File: src/rtl/sync_pkg.sv
// Shared constants and helpers for the synchronizer filter bank.
package sync_pkg;

  localparam int unsigned SYNC_MIN_STAGES = 2;
  localparam int unsigned SYNC_MIN_FILTER = 1;
  // Upper bound on vector width that popcount() can handle.
  localparam int unsigned SYNC_MAX_WIDTH  = 64;

  // Number of set bits in a vector zero-extended to SYNC_MAX_WIDTH.
  function automatic int unsigned popcount(input logic [SYNC_MAX_WIDTH-1:0] v);
    int unsigned cnt;
    cnt = 0;
    for (int i = 0; i < SYNC_MAX_WIDTH; i++) begin
      cnt = cnt + 32'(v[i]);
    end
    return cnt;
  endfunction

endpackage

File: src/rtl/sync_filter_bit.sv
// One channel of the bank: flop-chain synchronizer, persistence filter and
// registered rise/fall pulses derived from the filtered value.
module sync_filter_bit
  import sync_pkg::*;
#(
  parameter int unsigned STAGES     = 2,
  parameter int unsigned FILTER_CNT = 1
) (
  input  logic clk,
  input  logic rst_n,
  input  logic din,
  output logic sync_out,
  output logic filt_out,
  output logic rise,
  output logic fall
);

  localparam int unsigned CntW = $clog2(FILTER_CNT + 1);
  localparam logic [CntW-1:0] CntLast = CntW'(FILTER_CNT - 1);

  logic [STAGES-1:0] chain_q, chain_d;
  logic [CntW-1:0]   cnt_q, cnt_d;
  logic              filt_q, filt_d;
  logic              rise_q, rise_d;
  logic              fall_q, fall_d;

  assign sync_out = chain_q[STAGES-1];
  assign filt_out = filt_q;
  assign rise     = rise_q;
  assign fall     = fall_q;

  // Plain shift: no logic between synchronizer stages.
  always_comb begin
    chain_d = {chain_q[STAGES-2:0], din};
  end

  // Persistence filter: accept a new value only after FILTER_CNT consecutive
  // cycles of disagreement; any agreement restarts the count.
  always_comb begin
    cnt_d  = cnt_q;
    filt_d = filt_q;
    rise_d = 1'b0;
    fall_d = 1'b0;
    if (sync_out != filt_q) begin
      if (cnt_q == CntLast) begin
        filt_d = sync_out;
        cnt_d  = '0;
        rise_d = sync_out;
        fall_d = ~sync_out;
      end else begin
        cnt_d = cnt_q + CntW'(1);
      end
    end else begin
      cnt_d = '0;
    end
  end

  // State registers; everything clears on reset so propagation restarts.
  always_ff @(posedge clk or negedge rst_n) begin
    if (!rst_n) begin
      chain_q <= '0;
      cnt_q   <= '0;
      filt_q  <= 1'b0;
      rise_q  <= 1'b0;
      fall_q  <= 1'b0;
    end else begin
      chain_q <= chain_d;
      cnt_q   <= cnt_d;
      filt_q  <= filt_d;
      rise_q  <= rise_d;
      fall_q  <= fall_d;
    end
  end

endmodule

File: src/rtl/sync_filter_bank.sv
// WIDTH independent synchronizer/filter channels. Optional gray-code checker
// enabled by defining SYNC_GRAY_CHECK_EN; without it gray_err is tied low.
module sync_filter_bank
  import sync_pkg::*;
#(
  parameter int unsigned WIDTH      = 4,
  parameter int unsigned STAGES     = 2,
  parameter int unsigned FILTER_CNT = 1
) (
  input  logic             clk,
  input  logic             rst_n,
  input  logic [WIDTH-1:0] din,
  output logic [WIDTH-1:0] sync_out,
  output logic [WIDTH-1:0] filt_out,
  output logic [WIDTH-1:0] rise,
  output logic [WIDTH-1:0] fall,
  output logic             gray_err
);

  if (STAGES < SYNC_MIN_STAGES) begin : g_bad_stages
    $error("sync_filter_bank: STAGES must be >= %0d", SYNC_MIN_STAGES);
  end
  if (FILTER_CNT < SYNC_MIN_FILTER) begin : g_bad_filter
    $error("sync_filter_bank: FILTER_CNT must be >= %0d", SYNC_MIN_FILTER);
  end
  if (WIDTH < 1 || WIDTH > SYNC_MAX_WIDTH) begin : g_bad_width
    $error("sync_filter_bank: WIDTH must be 1..%0d", SYNC_MAX_WIDTH);
  end

  for (genvar g = 0; g < WIDTH; g++) begin : g_bit
    sync_filter_bit #(
      .STAGES     (STAGES),
      .FILTER_CNT (FILTER_CNT)
    ) u_bit (
      .clk      (clk),
      .rst_n    (rst_n),
      .din      (din[g]),
      .sync_out (sync_out[g]),
      .filt_out (filt_out[g]),
      .rise     (rise[g]),
      .fall     (fall[g])
    );
  end

`ifdef SYNC_GRAY_CHECK_EN
  logic [WIDTH-1:0] prev_q, prev_d;
  logic             gray_err_q, gray_err_d;

  assign gray_err = gray_err_q;

  // Sticky flag: a gray-coded vector may change at most one bit per cycle.
  always_comb begin
    prev_d     = sync_out;
    gray_err_d = gray_err_q;
    if (popcount(SYNC_MAX_WIDTH'(sync_out ^ prev_q)) > 1) begin
      gray_err_d = 1'b1;
    end
  end

  // Previous-value register and flag; only reset clears the flag.
  always_ff @(posedge clk or negedge rst_n) begin
    if (!rst_n) begin
      prev_q     <= '0;
      gray_err_q <= 1'b0;
    end else begin
      prev_q     <= prev_d;
      gray_err_q <= gray_err_d;
    end
  end
`else
  assign gray_err = 1'b0;
`endif

endmodule

File: config.mk
export PLATFORM = sky130hd
export DESIGN_NAME = sync_filter_bank
export DESIGN_NICKNAME = d
export VERILOG_FILES = /design/src/rtl/sync_pkg.sv /design/src/rtl/sync_filter_bit.sv /design/src/rtl/sync_filter_bank.sv
export SDC_FILE = /design/constraint.sdc
export NUM_CORES = 1
export LEC_CHECK = 0
export ABC_AREA = 1
export ABC_CLOCK_PERIOD_IN_PS = 1200
export CORE_ASPECT_RATIO = 1.4
export CORE_MARGIN = 3
export CORE_UTILIZATION = 45
export CTS_CLUSTER_SIZE = 14
export DETAILED_ROUTE_END_ITERATION = 8
export PLACE_DENSITY = 0.76
export SLEW_MARGIN = 30
export SYNTH_ARGS = -nofsm -noshare
export SYNTH_HDL_FRONTEND = slang
export SYNTH_SLANG_ARGS = --single-unit
File: constraint.sdc
create_clock -name clk -period 1.2 [get_ports clk]
set_input_delay 0.24 -clock clk [delete_from_list [all_inputs] [get_ports clk]]
set_output_delay 0.24 -clock clk [all_outputs]
set_load 0.01 [all_outputs]
* Yosys cells after proc, flatten, opt, wreduce, memory -nomap -nowiden
Cells that the tools add are included.
Widths: inputs -> output; s select.
** Storage, ports and cells
- Bits in registers :: 24
- Bits of input ports :: 6
- Word-level logic and storage cells :: 64
** Cells by class
- Add/sub/neg operators :: 4
- Equal/unequal tests :: 4
- Mux-type cells :: 24
- Bitwise logic cells :: 8
- Reduce and logical (&&, ||, !) cells :: 4
** Operators with widths (number)
- $mux 1 :: 24
- $not 1->1 :: 8
- $reduce_and 2->1 :: 4
- $add 1x1->1 const B :: 4
- $ne 1x1->1 :: 4

* Longest topological paths before layout
Gate-level depths: netlist of the first run.
- Depth in word-level cells :: 3
- Mapped depth :: 5

* By module
A second synthesis of the first run with hierarchy kept.
** Second synthesis, totals
- Cells, all modules :: 54
- Area, all modules :: 701.9 sq um
** By module, submodules not included
- sync_filter_bit :: instances 4, cells each 13, area an instance 172.7 sq um, sequential area each 125.1 sq um
- sync_filter_bank :: instances 1, cells each 2, area an instance 11.3 sq um, sequential area each 0.0 sq um

* Worst setup path after synthesis of the first run
No wires, ideal clock.
- Path type :: flip-flop to flip-flop
- Start :: reg g_bit[0].u_bit.filt_q
- End :: reg g_bit[0].u_bit.filt_q
- Setup time :: 117 ps
- Arrival :: 799 ps
- Setup slack :: 284 ps
- Stages on the path, launching flop included :: 5
- Path buffers :: 0
- Period minus slack after synthesis :: 916 ps
- Cell sequence :: dfrtp_1 -> inv_1 -> ha_1 -> nand2_1 -> nand2_1
** On the way
- Longest elaborated chain between the ends :: 2
** RTL lines
- start: declaration :: RTL line sync_filter_bit.sv:23 : logic filt_q, filt_d;
- start signal: assignment :: RTL line sync_filter_bit.sv:69 : filt_q <= filt_d;
- $ne 1x1->1 :: RTL line sync_filter_bit.sv:44 : if (sync_out != filt_q) begin
- $reduce_and 2->1 (no source line)
Every way passes these cells.
A chain may end at the register's enable or synchronous reset.

* Worst setup path after layout of the first run
- Start :: reg g_bit[0].u_bit.rise_q
- End :: out rise[0]
** RTL lines
- start: declaration :: RTL line sync_filter_bit.sv:24 : logic rise_q, rise_d;
- start signal: assignment :: RTL line sync_filter_bit.sv:70 : rise_q <= rise_d;
- end: declaration :: RTL line sync_filter_bank.sv:15 : output logic [WIDTH-1:0] rise,
No word-level cell between the ends.

==> summary.md, run 1 <==
| Metric | Value |
|---|---|
| Outcome | completed |
| Crit path depth | 1 |
| CP startpoint kind | flop |
| Netlist cell types | 6 |
| Core area | 1660 um2 |
| Area leader, netlist | dfrtp_1 |
| Via count | 446 |
| Ratio of cells with drive above 1 in the final layout | 0.193 |
| Nets@finish | 103 |
| Post-DP Area | 1000 um2 |
| Max Clock Freq | 857 MHz |
| Initial DRC count | 3 |
| Post-route cell area | 1030 um2 |
| Max Cap Viol | 0 |
| Maximum buffer depth of the clock tree | 2 |
| Final WS setup | 0.0331 ns |
| Fin crit period | 1.17 ns |
| Synth Area per Inst | 11.7 um2 |
| Post-Synthesis Cells | 70 |
| FF+latch count, synth | 20 |
| CTS tree | built |
| Total CTS buffers | 3 |
| Setup TNS | 0 ns |
| Num rows | 17 |
| R2r worst-path depth | 6 |
| Final Wtd Congestion | 0.641 |
| Crit Path Class | reg2out |
| Final setup vio count | 0 |
| Max Transition Viols Final | 0 |
| First-pass GRT wire length | 1480 um |
| P_leak | 0.000578 uW |
| Die area | 2380 um2 |
| Area share of the largest cell type after synthesis | 0.609 |
| Initial antenna violation count | 0 |
| Vias in the first global route | 388 |
| Number of remaining DRC errors | 0 |
| CP max stage cell | dfrtp_1 |
| Clk pin slew, worst setup/hold paths | 0.11 ns |
| Post-Route WL | 905 um |
| CP Cell Sequence | dlygate4sd2_1 |
| Worst Skew | 0.00478 ns |
| Avg WL per Cell | 8.46 um |
| Die extent in y | 56.6 um |
| H-tree levels | 1 |
| Clock latency at the later pin of the worst-skew pair | 0.29 ns |
| RSZ-0062 raised after global routing | no |
| Worst Hold Class | in2async |
| Syn nets | 84 |
| Area growth from synthesis to layout | 25.7% |
| CP delay by family, top | flip-flops |
| HPWL after detailed placement | 691 um |
| Via density | 4.17 |
| Root Driver | clkbuf_4 |
| P per Cell Area | 1900 nW/um2 |
| Worst EP required | 0.96 ns |
| Total I/O pin count | 23 |
| VDD IR max | 1010 uV |
| CP peak stage delay | 0.36 ns |
| Post-Syn Area | 822 um2 |
| Post-route ant nets | 0 |
| Seq/Total Area, Yosys | 0.609 |
| Total gr overflow | 0 |
| CP Buf/Inv Count | 1 |
| Ys Warns | 0 |
| Synth area leaders | dfrtp_1, buf_4, ha_1 |
| Non-Filler Instances | 107 |
| Final cycle utilization of the critical path | 0.972 |
| CP Capture Type | output pin |
| Clock sinks | 20 |
| Most frequent cells in the layout | dfrtp_1, inv_1, nand2_1 |
| Total inserted antenna cells | 0 |
| Largest net degree at the start of global routing | 21 |
| DR pass1 iterations | 3 |
| Post-placement cell count | 101 |
| Fin util | 0.623 |
| Most common cell after layout, fill and taps aside | dfrtp_1 |
| Critical path arrival | 0.93 ns |
| Worst-path fanout max | 1 |
| Final Hold Fails | 0 |
| Post-place setup slack | 0.0361 ns |
| Overall Global Routing Usage | 0.0843 |
| PortBufs | 21 |
| Die width | 42.1 um |
| Initial Util | 0.495 |
==> path summary, 6_finish.rpt <==
check                                               start                   endpoint  slack (ns)
worst max-delay path                  g_bit[0].u_bit.rise                    rise[0]        0.03
worst min-delay path                                rst_n  g_bit[3].u_bit.chain_q[0]        0.27
worst max register to register    g_bit[2].u_bit.filt_out    g_bit[2].u_bit.filt_out        0.07
worst min register to register  g_bit[3].u_bit.chain_q[0]  g_bit[3].u_bit.chain_q[1]        0.36
max in group asynchronous                           rst_n        g_bit[0].u_bit.rise        0.79
min in group clk                g_bit[3].u_bit.chain_q[0]  g_bit[3].u_bit.chain_q[1]        0.36
==> cell families (layout without fill, tap and decap cells) <==
family / count (synthesis) / in the layout / share of synthesized area
simple gates: 12 / 12 / 0.0548
buf+inv: 29 / 47 / 0.210
fa+ha+maj: 8 / 8 / 0.122
other cells: 1 / 1 / 0.00456
flops: 20 / 20 / 0.609
==> flip-flops by register name, indices dropped and copies added, names as in the netlist <==
register,flops
g_bit.u_bit.rise,4
g_bit.u_bit.filt_out,4
g_bit.u_bit.chain_q,8
g_bit.u_bit.fall,4
==> cell usage after synthesis <==
library cell,count
dfrtp_1,20
ha_1,8
buf_4,17
inv_1,12
conb_1,1
nand2_1,12
==> timing repair <==
item,4_1_cts,5_1_grt
hold buffers,0,0
pin swaps,0,2
setup endpoints to repair,16,9
buffers inserted,2,0
gates resized for setup,24,8
==> power breakdown <==
group	internal [uW]	leakage, uW	total (uW)	switching [uW]
Combinational	378	0.000312	711	333
Sequential	825	0.000245	878	53.6
Clock	185	0.0000210	373	188
Total	1390	0.000578	1960	575
==> per-stage QoR <==
stage          total power, uW  hold slack [ns]
5_1_grt                   2100            0.280
4_1_cts                   1990            0.274
2_1_floorplan             1400          -0.0556
6_report                  1960            0.274
3_5_place_dp              1660            0.338
3_3_place_gp              1620            0.331
==> routing by layer <==
layer / share of wire / track usage / routed length (um)
met5: 0 / 0 / 0
met3: 0.083 / 0.0192 / 75
met4: 0.015 / 0.0800 / 14
met1: 0.38 / 0.0921 / 344
met2: 0.52 / 0.131 / 470
==> cell type report <==
type / instances / area [um2]
Multi-Input combinational cell: 21 / 149
Sequential cell: 20 / 500
Inverter: 12 / 45.0
Tap cell: 19 / 23.8
Timing Repair Buffer: 31 / 279
Fill cell: 137 / 626
Clock buffer: 4 / 36.3
Power figures use the tool's default switching activity.
==> run 2: changes to the inputs <==
Settings changed: GPL_TIMING_DRIVEN set to 0.
==> summary.md, run 2 (synthesis gave the netlist of run 1 again) <==
| Metric | Value |
|---|---|
| Outcome | completed |
| Non-Filler Instances | 113 (+5.6%) |
| Post-placement cell count | 110 (+8.9%) |
| CP startpoint kind | flop |
| Num rows | 17 (unchanged) |
| P_leak | 0.000622 uW (+7.6%) |
| Worst-path fanout max | 2 (+1) |
| PortBufs | 21 (unchanged) |
| Worst Hold Class | in2reg |
| CP Cell Sequence | buf_6 -> buf_6 |
| Max reg flops | 8 (unchanged) |
| Via count | 478 (+7.2%) |
| Die width | 42.1 um (unchanged) |
| Total I/O pin count | 23 (unchanged) |
| Crit Path Class | reg2out |
| Max Transition Viols Final | 0 (unchanged) |
| Initial Util | 0.495 (unchanged) |
| Most frequent cells in the layout | dfrtp_1, buf_6, buf_4 |
| Final cycle utilization of the critical path | 0.981 (+0.00896) |
| Final setup vio count | 0 (unchanged) |
| VDD IR max | 975 uV (-3.9%) |
| P per Cell Area | 1990 nW/um2 (+4.7%) |
| First-pass GRT wire length | 1820 um (+23%) |
| Avg WL per Cell | 8.97 um (+6.1%) |
| Clock sinks | 20 (unchanged) |
| Number of remaining DRC errors | 0 (unchanged) |
| Via density | 4.23 (+1.5%) |
| Total gr overflow | 0 (unchanged) |
| Die extent in y | 56.6 um (unchanged) |
| RSZ-0062 raised after global routing | yes |
| Nets@finish | 109 (+5.8%) |
| Initial antenna violation count | 0 (unchanged) |
| Final Wtd Congestion | 0.630 (-1.7%) |
| Die area | 2380 um2 (unchanged) |
| Critical path arrival | 0.94 ns (about the same) |
| Reg with most FFs | g_bit.u_bit.chain_q |
| Cts hold-fix bufs | 0 (unchanged) |
| Worst Tran Pin Value | 0.822 ns |
| Filler cells | 125 (-8.8%) |
| Post-DP Area | 1060 um2 (+5.5%) |
| CTS tree | built |
| Post-Route WL | 1010 um (+12%) |
| Overall Global Routing Usage | 0.111 (+0.0263) |
| Post-route ant nets | 0 (unchanged) |
| CP Capture Type | output pin |
| Worst Skew | 0.00541 ns (+0.000627 ns) |
| CP Buf/Inv Count | 2 (+1) |
| CP peak stage delay | 0.41 ns (+0.05 ns) |
| Root Driver | clkbuf_4 |
| Slew headroom | 0.450 |
| Worst EP required | 0.96 ns (about the same) |
| Core area | 1660 um2 (unchanged) |
| Total inserted antenna cells | 0 (unchanged) |
| Clk pin slew, worst setup/hold paths | 0.11 ns (about the same) |
| Fin crit period | 1.18 ns (+0.0108 ns) |
| HPWL after detailed placement | 754 um (+9.0%) |
| Initial DRC count | 4 (+1) |
| Max Cap Viol | 0 (unchanged) |
| Final Hold Fails | 0 (unchanged) |
| Clock latency at the later pin of the worst-skew pair | 0.31 ns (+0.02 ns) |
| CP delay by family, top | flip-flops |
| Maximum buffer depth of the clock tree | 2 (unchanged) |
| Largest net degree at the start of global routing | 21 (unchanged) |
| CP max stage cell | dfrtp_1 |
| Vias in the first global route | 480 (+24%) |
| Most common cell after layout, fill and taps aside | dfrtp_1 |
| Most repeated library cell on the critical path | buf_6 |
| Post-route cell area | 1100 um2 (+6.1%) |
| Total CTS buffers | 3 (unchanged) |
| Max Clock Freq | 849 MHz (-0.91%) |
| Area growth from synthesis to layout | 33.3% |
| Ratio of cells with drive above 1 in the final layout | 0.383 (+0.190) |
| DR pass1 iterations | 2 (-1) |
| H-tree levels | 1 (unchanged) |
run 2: final cells by class:
| class | instances | area, um2 | area share |
|---|---|---|---|
| Sequential cell | 20 | 500 | 0.457 |
| Timing Repair Buffer | 29 | 278 | 0.253 |
| Multi-Input combinational cell | 21 | 149 | 0.136 |
| Buffer | 8 | 63.8 | 0.0582 |
| Inverter | 12 | 45.0 | 0.0411 |
| Clock buffer | 4 | 36.3 | 0.0331 |
| Tap cell | 19 | 23.8 | 0.0217 |
run 2: path summary, 6_finish.rpt:
path | start | endpoint | slack (ns) | depth (start not counted)
worst max-delay path | g_bit[0].u_bit.filt_out | filt_out[0] | 0.02 | 2
worst min-delay path | din[2] | g_bit[2].u_bit.chain_q[0] | 0.36 | 1
worst max register to register | g_bit[0].u_bit.chain_q[1] | g_bit[0].u_bit.filt_out | 0.13 | 5
worst min register to register | g_bit[1].u_bit.chain_q[0] | g_bit[1].u_bit.chain_q[1] | 0.36 | 0
max in group asynchronous | rst_n | g_bit[3].u_bit.fall | 0.30 | 1
min in group asynchronous | rst_n | g_bit[0].u_bit.chain_q[0] | 0.39 | 1
run 2: report_power, final:
group	switching, uW	total (uW)	internal (uW)
combinational	355	893	538
clock	201	386	186
sequential	72.9	899	826
run 2: metrics by stage:
| step | total power (uW) | util | hold WS, ns | setup TNS (ns) | setup slack (ns) |
|---|---|---|---|---|---|
| floorplan | 1400 | - | -0.0556 | 0 | 0.284 |
| global route | 2350 | 0.661 | 0.351 | -0.0284 | -0.0284 |
| finish | 2180 | 0.661 | 0.358 | 0 | 0.0224 |
| CTS | 2150 | 0.660 | 0.352 | -0.0145 | -0.0145 |
| global placement | 1730 | 0.637 | 0.332 | -2.56 | -0.112 |
| detailed placement | 1780 | 0.637 | 0.339 | -3.16 | -0.136 |
run 2: repair_timing:
action                     4_1_cts  5_1_grt
resized for setup               70        9
setup buffers                    8        0
pin swaps                        0        0
setup endpoints to repair       16       12
run 2: layer usage:
layer,track usage,vias up,share of wire
met4,0.133,0,0.061
met5,0,-,0
met1,0.0936,218,0.36
met3,0.0192,6,0.089
met2,0.190,20,0.49
li1,-,234,-
run 2: worst reg2reg max path, delay by kind of cell (launching register included):
family | cells | cell delay [ns]
buffers and inverters | 2 | 0.19
AND/OR/NAND/NOR | 2 | 0.09
adder cells (fa/ha/maj) | 1 | 0.28
flip-flops | 1 | 0.41
